### config.mk
export PLATFORM = sky130hd
export DESIGN_NAME = multicycle_ctrl_flat
export DESIGN_NICKNAME = d
export VERILOG_FILES = /design/src/rtl/multicycle_ctrl_if.sv /design/src/rtl/multicycle_ctrl.sv /design/src/flat_wrapper.sv
export SDC_FILE = /design/constraint.sdc
export NUM_CORES = 1
export LEC_CHECK = 0
export CAP_MARGIN = 10
export CORE_MARGIN = 2
export CORE_UTILIZATION = 46
export DETAILED_ROUTE_END_ITERATION = 10
export PLACE_DENSITY = 0.93
export SLEW_MARGIN = 20
export SYNTH_ARGS = -nofsm -noshare
export SYNTH_HDL_FRONTEND = slang
export SYNTH_SLANG_ARGS = --single-unit
### constraint.sdc
create_clock -name i_clk -period 3.3 [get_ports i_clk]
set_input_delay 0.99 -clock i_clk [delete_from_list [all_inputs] [get_ports i_clk]]
set_output_delay 0.99 -clock i_clk [all_outputs]
set_load 0.05 [all_outputs]
### src/rtl/multicycle_ctrl_if.sv
// rtl/multicycle_ctrl_if.sv - datapath-facing control bundle for the multi-cycle sequencer
// master = sequencer side, slave = datapath/core side
interface multicycle_ctrl_if;
  logic [31:0] i_instr;
  logic        i_br_lt;
  logic        i_br_eq;
  logic        i_mem_ready;
  logic        o_pc_en;
  logic        o_pc_sel;
  logic [3:0]  o_imm_sel;
  logic        o_reg_wen;
  logic        o_br_un;
  logic        o_a_sel;
  logic        o_b_sel;
  logic        o_lui_sel;
  logic [1:0]  o_alu_op;
  logic [3:0]  o_load_type;
  logic        o_load_signed;
  logic        o_mem_rw;
  logic [1:0]  o_wb_sel;
  logic        o_insn_vld;
  logic [31:0] o_instret;
  logic        o_trap;

  modport master (
    input  i_instr, i_br_lt, i_br_eq, i_mem_ready,
    output o_pc_en, o_pc_sel, o_imm_sel, o_reg_wen, o_br_un, o_a_sel, o_b_sel,
           o_lui_sel, o_alu_op, o_load_type, o_load_signed, o_mem_rw, o_wb_sel,
           o_insn_vld, o_instret, o_trap
  );

  modport slave (
    output i_instr, i_br_lt, i_br_eq, i_mem_ready,
    input  o_pc_en, o_pc_sel, o_imm_sel, o_reg_wen, o_br_un, o_a_sel, o_b_sel,
           o_lui_sel, o_alu_op, o_load_type, o_load_signed, o_mem_rw, o_wb_sel,
           o_insn_vld, o_instret, o_trap
  );
endinterface

### src/rtl/multicycle_ctrl.sv
// rtl/multicycle_ctrl.sv - RV32I multi-cycle sequencer (FETCH/DECODE/EXEC/MEM/WB/TRAP)
// State, retire count and trap are registered; strobes and datapath controls decode from state/class.
module multicycle_ctrl #(
  parameter int MEM_TIMEOUT = 16
) (
  input  logic              i_clk,
  input  logic              i_reset,
  multicycle_ctrl_if.master bus
);

  typedef enum logic [2:0] {
    S_FETCH, S_DECODE, S_EXEC, S_MEM, S_WB, S_TRAP
  } state_t;

  typedef enum logic [3:0] {
    C_NONE, C_R, C_I, C_LOAD, C_STORE, C_BRANCH, C_JAL, C_JALR, C_LUI, C_AUIPC
  } cls_t;

  localparam int CW = (MEM_TIMEOUT > 2) ? $clog2(MEM_TIMEOUT) : 1;
  localparam logic [CW-1:0] WAIT_LAST = CW'(MEM_TIMEOUT - 1);

  state_t        state;
  cls_t          cls;
  cls_t          dec_cls;
  logic [CW-1:0] wait_cnt;
  logic [31:0]   instret;
  logic          trap;
  logic          retire;
  logic          taken;
  logic [2:0]    funct3;

  assign funct3 = bus.i_instr[14:12];

  always_comb begin
    dec_cls = C_NONE;
    case (bus.i_instr[6:0])
      7'b0110011: dec_cls = C_R;
      7'b0010011: dec_cls = C_I;
      7'b0000011: dec_cls = C_LOAD;
      7'b0100011: dec_cls = C_STORE;
      7'b1100011: dec_cls = C_BRANCH;
      7'b1101111: dec_cls = C_JAL;
      7'b1100111: dec_cls = C_JALR;
      7'b0110111: dec_cls = C_LUI;
      7'b0010111: dec_cls = C_AUIPC;
      default:    dec_cls = C_NONE;
    endcase
  end

  always_ff @(posedge i_clk) begin
    if (i_reset) begin
      state    <= S_FETCH;
      cls      <= C_NONE;
      wait_cnt <= '0;
      instret  <= '0;
      trap     <= 1'b0;
    end else begin
      if (retire) begin
        instret <= instret + 32'd1;
      end
      case (state)
        S_FETCH: state <= S_DECODE;
        S_DECODE: begin
          cls <= dec_cls;
          if (dec_cls == C_NONE) begin
            state <= S_TRAP;
            trap  <= 1'b1;
          end else begin
            state <= S_EXEC;
          end
        end
        S_EXEC: begin
          wait_cnt <= '0;
          case (cls)
            C_BRANCH:        state <= S_FETCH;
            C_LOAD, C_STORE: state <= S_MEM;
            default:         state <= S_WB;
          endcase
        end
        S_MEM: begin
          if (bus.i_mem_ready) begin
            state <= (cls == C_STORE) ? S_FETCH : S_WB;
          end else if (wait_cnt == WAIT_LAST) begin
            state <= S_TRAP;
            trap  <= 1'b1;
          end else begin
            wait_cnt <= wait_cnt + 1'b1;
          end
        end
        S_WB:    state <= S_FETCH;
        S_TRAP:  state <= S_TRAP;
        default: state <= S_FETCH;
      endcase
    end
  end

  // Funct3 010/011 are not valid branch conditions; treat them as never taken.
  always_comb begin
    taken = 1'b0;
    case (funct3)
      3'b000:         taken = bus.i_br_eq;
      3'b001:         taken = !bus.i_br_eq;
      3'b100, 3'b110: taken = bus.i_br_lt;
      3'b101, 3'b111: taken = !bus.i_br_lt;
      default:        taken = 1'b0;
    endcase
  end

  always_comb begin
    retire = 1'b0;
    case (state)
      S_EXEC:  retire = (cls == C_BRANCH);
      S_MEM:   retire = (cls == C_STORE) && bus.i_mem_ready;
      S_WB:    retire = 1'b1;
      default: retire = 1'b0;
    endcase
  end

  assign bus.o_pc_en     = retire;
  assign bus.o_insn_vld  = retire;
  assign bus.o_reg_wen   = (state == S_WB);
  assign bus.o_mem_rw    = (state == S_MEM) && (cls == C_STORE);
  assign bus.o_instret   = instret;
  assign bus.o_trap      = trap;

  always_comb begin
    bus.o_pc_sel      = 1'b0;
    bus.o_imm_sel     = 4'b0000;
    bus.o_br_un       = 1'b0;
    bus.o_a_sel       = 1'b0;
    bus.o_b_sel       = 1'b0;
    bus.o_lui_sel     = 1'b0;
    bus.o_alu_op      = 2'b00;
    bus.o_load_type   = 4'b0000;
    bus.o_load_signed = 1'b0;
    bus.o_wb_sel      = 2'b00;
    case (cls)
      C_R: begin
        bus.o_alu_op = 2'b10;
        bus.o_wb_sel = 2'b01;
      end
      C_I: begin
        bus.o_b_sel  = 1'b1;
        bus.o_alu_op = 2'b11;
        bus.o_wb_sel = 2'b01;
      end
      C_LOAD, C_STORE: begin
        bus.o_imm_sel = (cls == C_STORE) ? 4'b0001 : 4'b0000;
        bus.o_b_sel   = 1'b1;
        case (funct3[1:0])
          2'b00:   bus.o_load_type = 4'b0001;
          2'b01:   bus.o_load_type = 4'b0011;
          2'b10:   bus.o_load_type = 4'b1111;
          default: bus.o_load_type = 4'b0000;
        endcase
        bus.o_load_signed = (cls == C_LOAD) && !funct3[2];
      end
      C_BRANCH: begin
        bus.o_imm_sel = 4'b0010;
        bus.o_a_sel   = 1'b1;
        bus.o_b_sel   = 1'b1;
        bus.o_br_un   = funct3[1];
        bus.o_pc_sel  = taken;
      end
      C_JAL: begin
        bus.o_imm_sel = 4'b0100;
        bus.o_a_sel   = 1'b1;
        bus.o_b_sel   = 1'b1;
        bus.o_wb_sel  = 2'b10;
        bus.o_pc_sel  = 1'b1;
      end
      C_JALR: begin
        bus.o_b_sel  = 1'b1;
        bus.o_wb_sel = 2'b10;
        bus.o_pc_sel = 1'b1;
      end
      C_LUI: begin
        bus.o_imm_sel = 4'b1000;
        bus.o_lui_sel = 1'b1;
        bus.o_b_sel   = 1'b1;
        bus.o_wb_sel  = 2'b01;
      end
      C_AUIPC: begin
        bus.o_imm_sel = 4'b1000;
        bus.o_a_sel   = 1'b1;
        bus.o_b_sel   = 1'b1;
        bus.o_wb_sel  = 2'b01;
      end
      default: ;
    endcase
  end

endmodule

### src/flat_wrapper.sv
// flat-port wrapper written by rule: the top's interface ports become plain ports
module multicycle_ctrl_flat 
#(
  parameter int MEM_TIMEOUT = 16
)
  (i_clk, i_reset, bus_i_instr, bus_i_br_lt, bus_i_br_eq, bus_i_mem_ready, bus_o_pc_en, bus_o_pc_sel, bus_o_imm_sel, bus_o_reg_wen, bus_o_br_un, bus_o_a_sel, bus_o_b_sel, bus_o_lui_sel, bus_o_alu_op, bus_o_load_type, bus_o_load_signed, bus_o_mem_rw, bus_o_wb_sel, bus_o_insn_vld, bus_o_instret, bus_o_trap);
  multicycle_ctrl_if bus_i ();
  input  logic i_clk;
  input  logic i_reset;
  input wire logic [$bits(bus_i.i_instr)-1:0] bus_i_instr;
  input wire logic [$bits(bus_i.i_br_lt)-1:0] bus_i_br_lt;
  input wire logic [$bits(bus_i.i_br_eq)-1:0] bus_i_br_eq;
  input wire logic [$bits(bus_i.i_mem_ready)-1:0] bus_i_mem_ready;
  output wire logic [$bits(bus_i.o_pc_en)-1:0] bus_o_pc_en;
  output wire logic [$bits(bus_i.o_pc_sel)-1:0] bus_o_pc_sel;
  output wire logic [$bits(bus_i.o_imm_sel)-1:0] bus_o_imm_sel;
  output wire logic [$bits(bus_i.o_reg_wen)-1:0] bus_o_reg_wen;
  output wire logic [$bits(bus_i.o_br_un)-1:0] bus_o_br_un;
  output wire logic [$bits(bus_i.o_a_sel)-1:0] bus_o_a_sel;
  output wire logic [$bits(bus_i.o_b_sel)-1:0] bus_o_b_sel;
  output wire logic [$bits(bus_i.o_lui_sel)-1:0] bus_o_lui_sel;
  output wire logic [$bits(bus_i.o_alu_op)-1:0] bus_o_alu_op;
  output wire logic [$bits(bus_i.o_load_type)-1:0] bus_o_load_type;
  output wire logic [$bits(bus_i.o_load_signed)-1:0] bus_o_load_signed;
  output wire logic [$bits(bus_i.o_mem_rw)-1:0] bus_o_mem_rw;
  output wire logic [$bits(bus_i.o_wb_sel)-1:0] bus_o_wb_sel;
  output wire logic [$bits(bus_i.o_insn_vld)-1:0] bus_o_insn_vld;
  output wire logic [$bits(bus_i.o_instret)-1:0] bus_o_instret;
  output wire logic [$bits(bus_i.o_trap)-1:0] bus_o_trap;
  assign bus_i.i_instr = bus_i_instr;
  assign bus_i.i_br_lt = bus_i_br_lt;
  assign bus_i.i_br_eq = bus_i_br_eq;
  assign bus_i.i_mem_ready = bus_i_mem_ready;
  assign bus_o_pc_en = bus_i.o_pc_en;
  assign bus_o_pc_sel = bus_i.o_pc_sel;
  assign bus_o_imm_sel = bus_i.o_imm_sel;
  assign bus_o_reg_wen = bus_i.o_reg_wen;
  assign bus_o_br_un = bus_i.o_br_un;
  assign bus_o_a_sel = bus_i.o_a_sel;
  assign bus_o_b_sel = bus_i.o_b_sel;
  assign bus_o_lui_sel = bus_i.o_lui_sel;
  assign bus_o_alu_op = bus_i.o_alu_op;
  assign bus_o_load_type = bus_i.o_load_type;
  assign bus_o_load_signed = bus_i.o_load_signed;
  assign bus_o_mem_rw = bus_i.o_mem_rw;
  assign bus_o_wb_sel = bus_i.o_wb_sel;
  assign bus_o_insn_vld = bus_i.o_insn_vld;
  assign bus_o_instret = bus_i.o_instret;
  assign bus_o_trap = bus_i.o_trap;
  multicycle_ctrl #(.MEM_TIMEOUT(MEM_TIMEOUT)) u_core (.i_clk(i_clk), .i_reset(i_reset), .bus(bus_i));
endmodule
==> reports/qor.yml, run 1 <==
cts_max_level: 2
wl_um: 6670
crit_required_ps: 2310
cts_tree: "built"
io_buffer_count: 69
maxCapViolCount: 0
leakage_uw: 0.00122
met3_usage_pct: 3.85
design.die.area_um2: 6390
clock_sinks: 44
gr-usage-all-layers_pct: 21.9
fin_crit_ps: 3230
nets: 424
syn_avg_cell_area_um2: 8.53
yosysWarnings: 0
hold_viol: 0
powerDensity_nw_per_um2: 356
place.gp.congestion: 0.846
placed_area_um2: 3520
synth_seq_cells: 44
synthTopCellsByArea: "dfxtp_1 33%, xnor2_1 9.9%, a2111oi_2 6.2%"
core_um2: 5540
drtIter0Drc: 219
critical_path.cell_chain: "dlygate4sd2_1 -> buf_4 -> ha_1 -> nor2_2 -> nand2_1 -> o311a_1 -> o21ai_2 -> a21oi_2 -> buf_6"
utilization_pct: 66.7
ioPinCount: 92
maxSlewHeadroom_pct: 33.0
finalPower_uw: 1320
syn-cell-area_um2: 2650
multi_input_area_um2: 1660
via_count: 2531
clockBufferDepth: 2
path_class: "input pin to primary output"
antenna_cells: 0
start_kind: "input pin"
critPathMaxStageDelay_ps: 270
finalInstanceArea_um2: 3690
status: "finished clean"
grt_pass1_vias: 2491
netlist_instances: 311
hold_class: "flop to flop"
ant_nets: 0
ir_drop_uv: 290
synth_top_area_share_pct: 33.2
yosys-top-cells-count: "44 x dfxtp_1, 41 x nor2_1, 30 x xnor2_1"
grt_antenna_before_repair: 0
syn-num-nets: 355
synth.most_common_cell: "dfxtp_1"
vias_per_cell: 5.59
grtUsageMet2_pct: 38.2
grt_pass1_wl_um: 11400
place_hpwl_um: 4780
drive_above_1_share_pct: 15.5
grt_max_degree: 45
drc: 0
fillers: 444
clk_latency_ps: 300
regArea_um2: 882
synth_edf_count: 0
ys_seq_area_share_pct: 33.2
syn2layout_area_growth_pct: 39.2
critPathCaptureType: "primary output"
die_h_um: 80.0
postCtsSetupBuffers: 0
synthArstFlopShare_pct: 0
arrival_ps: 2240
synth_ff_type: "dfxtp_1"
grt-busiest-layer: "met2"
worst_clock_skew_ps: 7.35
synth_top_area_cell: "dfxtp_1"
wl_per_cell_um: 14.7
slew_viol_final: 0
cts_buffers: 5
cp_max_fo: 3
clkTransAtPathRegs_ps: 80
post-route-period-util_pct: 97.9
first_pass_iters: 4
rows: 27
gr-total-overflow: 0
setup_viol: 0
max_freq_ghz: 0.309
start_util_pct: 47.9
cts_root_buf: "clkbuf_8"
die_w_um: 80.0
rrSetupSlack_ps: 780
slowest_stage: "dlygate4sd2_1"
ys_types: 47
use_met1_pct: 27.6
tightestPinTransition_ps: 996
[logic make-up (layout without fill, tap and decap cells)]
logic type,Yosys count,count (layout),share of synthesized area (%)
adder cells (fa/ha/maj),7,7,3.30
AO/OA/AOI/OAI,66,66,21.0
AND/OR/NAND/NOR,126,126,24.8
flip-flops,44,44,33.2
XOR/XNOR,34,34,11.2
multiplexers,2,2,0.754
buffers and inverters,32,102,5.66
[worst max-delay path: cells and delay by family]
family | cells | cell delay [ps]
simple gates | 2 | 160
compound gates | 3 | 320
fa+ha+maj | 1 | 190
buf+inv | 3 | 570
[report_power, final]
group	switching, uW	total [uW]	internal (uW)
Clock	191	569	379
Sequential	15.6	555	540
Combinational	114	190	75.9
[path summary, 6_finish.rpt]
kind,startpoint,depth (start not counted),to
min reg2reg,u_core.bus.o_instret[1]$_SDFFE_PP0P_,2,u_core.bus.o_instret[1]$_SDFFE_PP0P_
max reg2reg,u_core.cls[1]$_SDFFE_PP0N_,6,u_core.bus.o_instret[25]$_SDFFE_PP0P_
min,u_core.bus.o_instret[1]$_SDFFE_PP0P_,2,u_core.bus.o_instret[1]$_SDFFE_PP0P_
max,bus_i_instr[13],9,bus_o_pc_sel
[sequential cells by signal, summed over array words and instances, names as in the netlist]
signal and cells:
u_core.bus.o_instret 32, u_core.state 3, u_core.bus.o_trap 1, u_core.cls 4
u_core.wait_cnt 4
[placed cells by master (no fill, tap or decap), types with 4 or more instances in the layout]
cell type,count
nor2_1,40
ha_1,6
buf_12,8
clkdlybuf4s50_1,57
inv_1,12
o2111ai_1,6
nor3_1,9
xor2_1,4
dfxtp_1,43
nand2_1,18
a211oi_1,9
and2_1,4
nor2b_1,8
xnor2_1,30
a2111oi_2,11
o21ai_0,8
nand2b_1,5
nand3_1,8
nand4_1,8
buf_4,13
a21oi_1,12
clkbuf_8,5
[layout make-up]
class / instances / area share [%]
Clock buffer: 5 / 1.86
Inverter: 13 / 1.32
Clock inverter: 3 / 2.44
Multi-Input combinational cell: 235 / 44.9
Timing Repair Buffer: 81 / 23.2
Tap cell: 72 / 2.44
Sequential cell: 44 / 23.9
[routing by layer]
metal | wire length [um] | up-vias
li1 | - | 1249
met1 | 2850 | 1211
met2 | 3470 | 65
met3 | 307 | 6
met4 | 46 | 0
met5 | 0 | -
[timing repair]
item / 4_1_cts / 5_1_grt
setup endpoints to repair: 3 / 4
resized for setup: 4 / 7
pin swaps: 1 / 0
hold buffers: 0 / 0
[through the flow]
stage	cells	setup WS (ps)	TNS [ps]	hold slack (ps)
detailed placement	445	-312	-331	495
CTS	453	19.1	0	505
global placement	445	-232	-232	481
global route	453	-3.60	-3.60	547
floorplan	311	-241	-241	505
finish	453	68.8	0	506
(Power assumes the default switching activity.)
==> inputs of run 2 (changes only) <==
- CORE_ASPECT_RATIO: default -> 2
==> run 2 against run 1 <==
Count of clock-buffer cells in the layout rose by 2. Critical path depth did not move. Sequential share of layout area rose by 0.10 points. Hold slack improved by 18 ps. Final area fell by 0.58%. Clock skew fell by 2.2 ps. Via count rose by 2.3%. Global-route usage rose by 0.54 points. Critical endpoint unchanged.
==> reports/qor.yml, run 2 (same netlist as run 1, synthesis figures left out) <==
gr-usage-all-layers_pct: 22.5  # was 21.9%
antenna_cells: 0  # unchanged
layout.cells.non_filler: 441  # was 453
die_h_um: 111  # was 80.0 um
met3_usage_pct: 2.79  # was 3.85%
design.die.area_um2: 6430  # was 6390 um^2
drtIter0Drc: 136  # was 219
grt_max_degree: 23  # was 45
clkTransAtPathRegs_ps: 60  # was 80 ps
first_pass_iters: 4  # unchanged
wl_um: 7040  # was 6670 um
power_switching_uw: 323  # was 321 uW
arrival_ps: 2260  # was 2240 ps
max_freq_ghz: 0.307  # was 0.309 GHz
hold_buffers: 0  # unchanged
pwr-share-comb_pct: 14.9  # was 14.5%
grt_pass1_vias: 2545  # was 2,491
tightestPinTransition_ps: 681  # was 996 ps
cp_max_fo: 3  # unchanged
path_class: "input pin to primary output"  # unchanged
p_clk_share_pct: 40.9  # was 43.3%
grtUsageMet2_pct: 42.1  # was 38.2%
clk_latency_ps: 290  # was 300 ps
hold_viol: 0  # unchanged
hold_slack_ps: 523  # was 506 ps
seq_power_share_pct: 44.2  # was 42.2%
start_kind: "input pin"  # unchanged
wl_per_cell_um: 16.0  # was 14.7 um
maxCapViolCount: 0  # unchanged
powerDensity_nw_per_um2: 342  # was 356 nW/um^2
crit_required_ps: 2310  # about the same
critPathCaptureType: "primary output"  # unchanged
clockBufferDepth: 2  # unchanged
status: "finished clean"  # unchanged
use_met1_pct: 22.6  # was 27.6%
grt-busiest-layer: "met2"  # unchanged
gr-total-overflow: 0  # unchanged
leakage_uw: 0.00123  # was 0.00122 uW
grt_pass1_wl_um: 11600  # was 11,400 um
post-route-period-util_pct: 98.6  # was 97.9%
final_common_cell: "clkdlybuf4s50_1"  # unchanged
syn2layout_area_growth_pct: 38.4  # was 39.2%
drc: 0  # unchanged
critPathMaxStageDelay_ps: 260  # was 270 ps
clock_sinks: 44  # unchanged
rows: 39  # was 27
largest_register_ffs: 32  # unchanged
p_int_uw: 932  # was 994 uW
slowest_stage: "dlygate4sd2_1"  # unchanged
die_w_um: 57.7  # was 80.0 um
drive_above_1_share_pct: 14.7  # was 15.5%
place_hpwl_um: 5200  # was 4780 um
rsz0062_at_grt: "false"
setup_viol: 0  # unchanged
cts_max_level: 2  # unchanged
nets: 424  # unchanged
grt_antenna_before_repair: 0  # unchanged
cts_tree: "built"  # unchanged
via_count: 2588  # was 2,531
place.gp.congestion: 0.802  # was 0.846
cts_buffers: 5  # unchanged
io_buffer_count: 69  # unchanged
worst_clock_skew_ps: 5.17  # was 7.35 ps
fin_crit_ps: 3250  # was 3230 ps
dpl.cell_count: 434  # was 445
core_um2: 5660  # was 5540 um^2
ioPinCount: 92  # unchanged
ant_nets: 0  # unchanged
vias_per_cell: 5.87  # was 5.59
start_util_pct: 46.9  # was 47.9%
cts_root_buf: "clkbuf_16"  # was clkbuf_8
p_sw_share_pct: 25.7  # was 24.4%
hold_class: "flop to flop"  # unchanged
final_cell_mix: "56 x clkdlybuf4s50_1, 44 x dfxtp_1, 41 x nor2_1"  # was 57 x clkdlybuf4s50_1, 43 x dfxtp_1, 40 x nor2_1
maxSlewHeadroom_pct: 54.5  # was 33.0%
slew_viol_final: 0  # unchanged
fin_tns_setup_ps: 0  # unchanged
ir_drop_uv: 435  # was 290 uV
critical_path.cell_chain: "dlygate4sd2_1 -> inv_1 -> ha_2 -> nor2_1 -> nand2_1 -> o311a_1 -> o21ai_2 -> a21oi_2 -> buf_6"  # was dlygate4sd2_1 -> buf_4 -> ha_1 -> nor2_2 -> nand2_1 -> o311a_1 -> o21ai_2 -> a21oi_2 -> buf_6
==> run 2: changes by cell type in the layout (fill, tap and decap cells not counted) <==
cell             delta
nor2_1              +1
dfxtp_2             -1
nor2_2              -1
clkbuf_16           +5
clkbuf_8            -3
bufinv_16           -3
clkdlybuf4s50_1     -1
dfxtp_1             +1
dlymetal6s2s_1      +1
==> run 2: path summary, 6_finish.rpt <==
path / depth (start not counted) / from / endpoint / slack [ps]
worst min register to register: 2 / u_core.bus.o_instret[1]$_SDFFE_PP0P_ / u_core.bus.o_instret[1]$_SDFFE_PP0P_ / 520
worst min-delay path: 2 / u_core.bus.o_instret[1]$_SDFFE_PP0P_ / u_core.bus.o_instret[1]$_SDFFE_PP0P_ / 520
worst max-delay path: 9 / bus_i_instr[13] / bus_o_pc_sel / 50
worst max register to register: 6 / u_core.cls[0]$_SDFFE_PP0N_ / u_core.bus.o_instret[31]$_SDFFE_PP0P_ / 660
==> run 2: power by group through the flow <==
stage | combinational (uW) | clock (uW) | sequential (uW)
floorplan | 106 | 0 | 572
global placement | 181 | 0 | 566
CTS | 185 | 522 | 555
detailed placement | 184 | 0 | 566
finish | 187 | 513 | 555
global route | 200 | 535 | 557
==> run 2: through the flow <==
| step | total power [uW] | setup WS (ps) | area, um^2 | utilization [%] |
|---|---|---|---|---|
| 6_report | 1260 | 46.7 | 3670 | 64.9 |
| 5_1_grt | 1290 | 3.36 | 3670 | 64.9 |
| 4_1_cts | 1260 | 11.5 | 3660 | 64.7 |
| 3_5_place_dp | 750 | -341 | 3500 | 61.9 |
| 3_3_place_gp | 747 | -236 | 3500 | 61.9 |
| 2_1_floorplan | 678 | -241 | 2670 | - |
==> run 2: critical path, delay by kind of cell <==
kind | cells | cell delay [ps]
and+or+nand+nor | 2 | 110
AOI/OAI and AO/OA | 3 | 420
buffers and inverters | 3 | 530
adders and majority gates | 1 | 200
==> run 2: final cells by class <==
type | count | area [um^2]
clock buffers | 7 | 153
fillers | 423 | 1990
inverters | 13 | 48.8
multi-input cells | 235 | 1660
flip-flops and latches | 44 | 881
well taps | 61 | 76.3
repair buffers | 81 | 860
==> run 2: routing by layer <==
layer  share of wire [%]  wire length (um)
met1                  36              2520
met4                 3.1               216
met2                  57              3980
met3                 4.5               318
met5                   0                 0
==> run 2: what timing repair did <==
| item | 4_1_cts | 5_1_grt |
|---|---|---|
| endpoints found under the setup margin | 3 | 4 |
| pin swaps | 2 | 1 |
| hold endpoints to repair | 0 | 0 |
| setup buffers | 0 | 0 |
| resized for setup | 6 | 4 |
==> inputs of run 3 (changes only) <==
- CTS_CLUSTER_SIZE: default -> 30
- REMOVE_ABC_BUFFERS: default -> 1
==> run 3 against run 2 <==
Non-clock buffer count fell by 1. Die area stayed put. Final cell count unchanged. Sequential share of layout area is 0.14 points higher. Clock power decreased by 3%. Highest routed layer unchanged.
==> reports/qor.yml, run 3 (same netlist as run 1, synthesis figures left out) <==
wl_per_cell_um: 15.6  # was 16.0 um
core_um2: 5660  # unchanged
hold_slack_ps: 525  # was 523 ps
tightestPinTransition_ps: 861  # was 681 ps
rows: 39  # unchanged
final_cell_mix: "57 x clkdlybuf4s50_1, 44 x dfxtp_1, 41 x nor2_1"  # was 56 x clkdlybuf4s50_1, 44 x dfxtp_1, 41 x nor2_1
r2r_end: "u_core.bus.o_instret[25]$_SDFFE_PP0P_"  # was u_core.bus.o_instret[31]$_SDFFE_PP0P_
arrival_ps: 2270  # was 2260 ps
start_util_pct: 46.9  # unchanged
hp-start: "u_core.bus.o_instret[1]$_SDFFE_PP0P_"  # unchanged
worst_clock_skew_ps: 2.32  # was 5.17 ps
clk_latency_ps: 290  # about the same
drive_above_1_share_pct: 13.7  # was 14.7%
wl_um: 6900  # was 7040 um
nets: 423  # was 424
hold_viol: 0  # unchanged
antenna_cells: 0  # unchanged
gr-total-overflow: 0  # unchanged
cts_buffers: 5  # unchanged
drc: 0  # unchanged
ioPinCount: 92  # unchanged
rsz0062_at_grt: "false"  # unchanged
fin_tns_setup_ps: 0  # unchanged
path_class: "input pin to primary output"  # unchanged
cts_root_buf: "clkbuf_16"  # unchanged
min_path_cells: 2  # unchanged
cts_max_level: 2  # unchanged
fin_crit_ps: 3260  # was 3250 ps
dpl.cell_count: 433  # was 434
status: "finished clean"  # unchanged
finalPower_uw: 1240  # was 1260 uW
rrSetupSlack_ps: 710  # was 660 ps
post-route-period-util_pct: 98.9  # was 98.6%
maxSlewHeadroom_pct: 42.0  # was 54.5%
drtIter0Drc: 132  # was 136
powerDensity_nw_per_um2: 340  # was 342 nW/um^2
design.die.area_um2: 6430  # unchanged
postCtsSetupBuffers: 0  # unchanged
hold_class: "flop to flop"  # unchanged
die_h_um: 111  # unchanged
ir_drop_uv: 263  # was 435 uV
grt_antenna_before_repair: 0  # unchanged
final_common_cell: "clkdlybuf4s50_1"  # unchanged
hold_path_end: "u_core.bus.o_instret[1]$_SDFFE_PP0P_"  # unchanged
worst_r2r_path_depth: 6  # unchanged
setup_viol: 0  # unchanged
start_kind: "input pin"  # unchanged
die_w_um: 57.7  # unchanged
syn2layout_area_growth_pct: 37.6  # was 38.4%
clkTransAtPathRegs_ps: 60  # about the same
crit_required_ps: 2310  # about the same
ant_nets: 0  # unchanged
place_hpwl_um: 5120  # was 5200 um
grt_pass1_vias: 2471  # was 2,545
max_freq_ghz: 0.306  # was 0.307 GHz
critPathCaptureType: "primary output"  # unchanged
startpoint: "bus_i_mem_ready"  # was bus_i_instr[13]
clockBufferDepth: 2  # unchanged
first_pass_iters: 4  # unchanged
place.gp.congestion: 0.774  # was 0.802
r2r-start: "u_core.cls[2]$_SDFFE_PP0N_"  # was u_core.cls[0]$_SDFFE_PP0N_
slew_viol_final: 0  # unchanged
io_buffer_count: 69  # unchanged
utilization_pct: 64.5  # was 64.9%
via_count: 2610  # was 2,588
clock_sinks: 44  # unchanged
gr-usage-all-layers_pct: 22.7  # was 22.5%
cp_max_fo: 3  # unchanged
cts_tree: "built"  # unchanged
vias_per_cell: 5.92  # was 5.87
grt_max_degree: 45  # was 23
leakage_uw: 0.00123  # about the same
layout.cells.non_filler: 441  # unchanged
largest_register_ffs: 32  # unchanged
maxCapViolCount: 0  # unchanged
grt_pass1_wl_um: 11700  # was 11,600 um
==> run 3: critical path: stages <==
cell and delay (ps):
clkdlybuf4s50_1 520, inv_1 70, or3_4 410, nand2_4 130, buf_12 150
==> run 3: power by group <==
| part | switching [uW] | total, uW | internal, uW |
|---|---|---|---|
| registers | 14.8 | 555 | 540 |
| clock network | 201 | 499 | 298 |
| logic | 114 | 188 | 73.9 |
| total | 330 | 1240 | 913 |
==> run 3: cell type report <==
class / count / area (um^2)
clock buffers: 6 / 139
clock inverters: 2 / 10.0
fillers: 450 / 2010
inverters: 13 / 48.8
multi-input cells: 235 / 1640
flip-flops and latches: 44 / 881
well taps: 61 / 76.3
repair buffers: 80 / 860
==> run 3: what timing repair did <==
action | CTS | global route
hold buffers | 0 | 0
setup endpoints to repair | 3 | 2
pin swaps | 2 | 0
resized for setup | 7 | 3
==> run 3: through the flow <==
| step | setup slack (ps) | instance area, um^2 |
|---|---|---|
| after CTS | 39.7 | 3650 |
| after detailed placement | -276 | 3500 |
| after floorplan | -1130 | 2550 |
| after global routing | 2.84 | 3650 |
| after global placement | -239 | 3500 |
| final | 37.3 | 3650 |
==> run 3: layer usage <==
layer  global-route usage (%)  share of wire (%)
met4                     12.2                3.8
met1                     25.8                 35
met3                     2.79                5.4
met2                     39.5                 55
met5                        0                  0
==> run 3: how the worst max path moves through the flow <==
stage | cells past startpoint | endpoint
6_report | 5 | bus_o_insn_vld
5_1_grt | 9 | bus_o_pc_sel
4_1_cts | 5 | bus_o_insn_vld
3_5_place_dp | 7 | bus_o_pc_sel
3_3_place_gp | 7 | bus_o_pc_sel
2_1_floorplan | 3 | bus_o_insn_vld
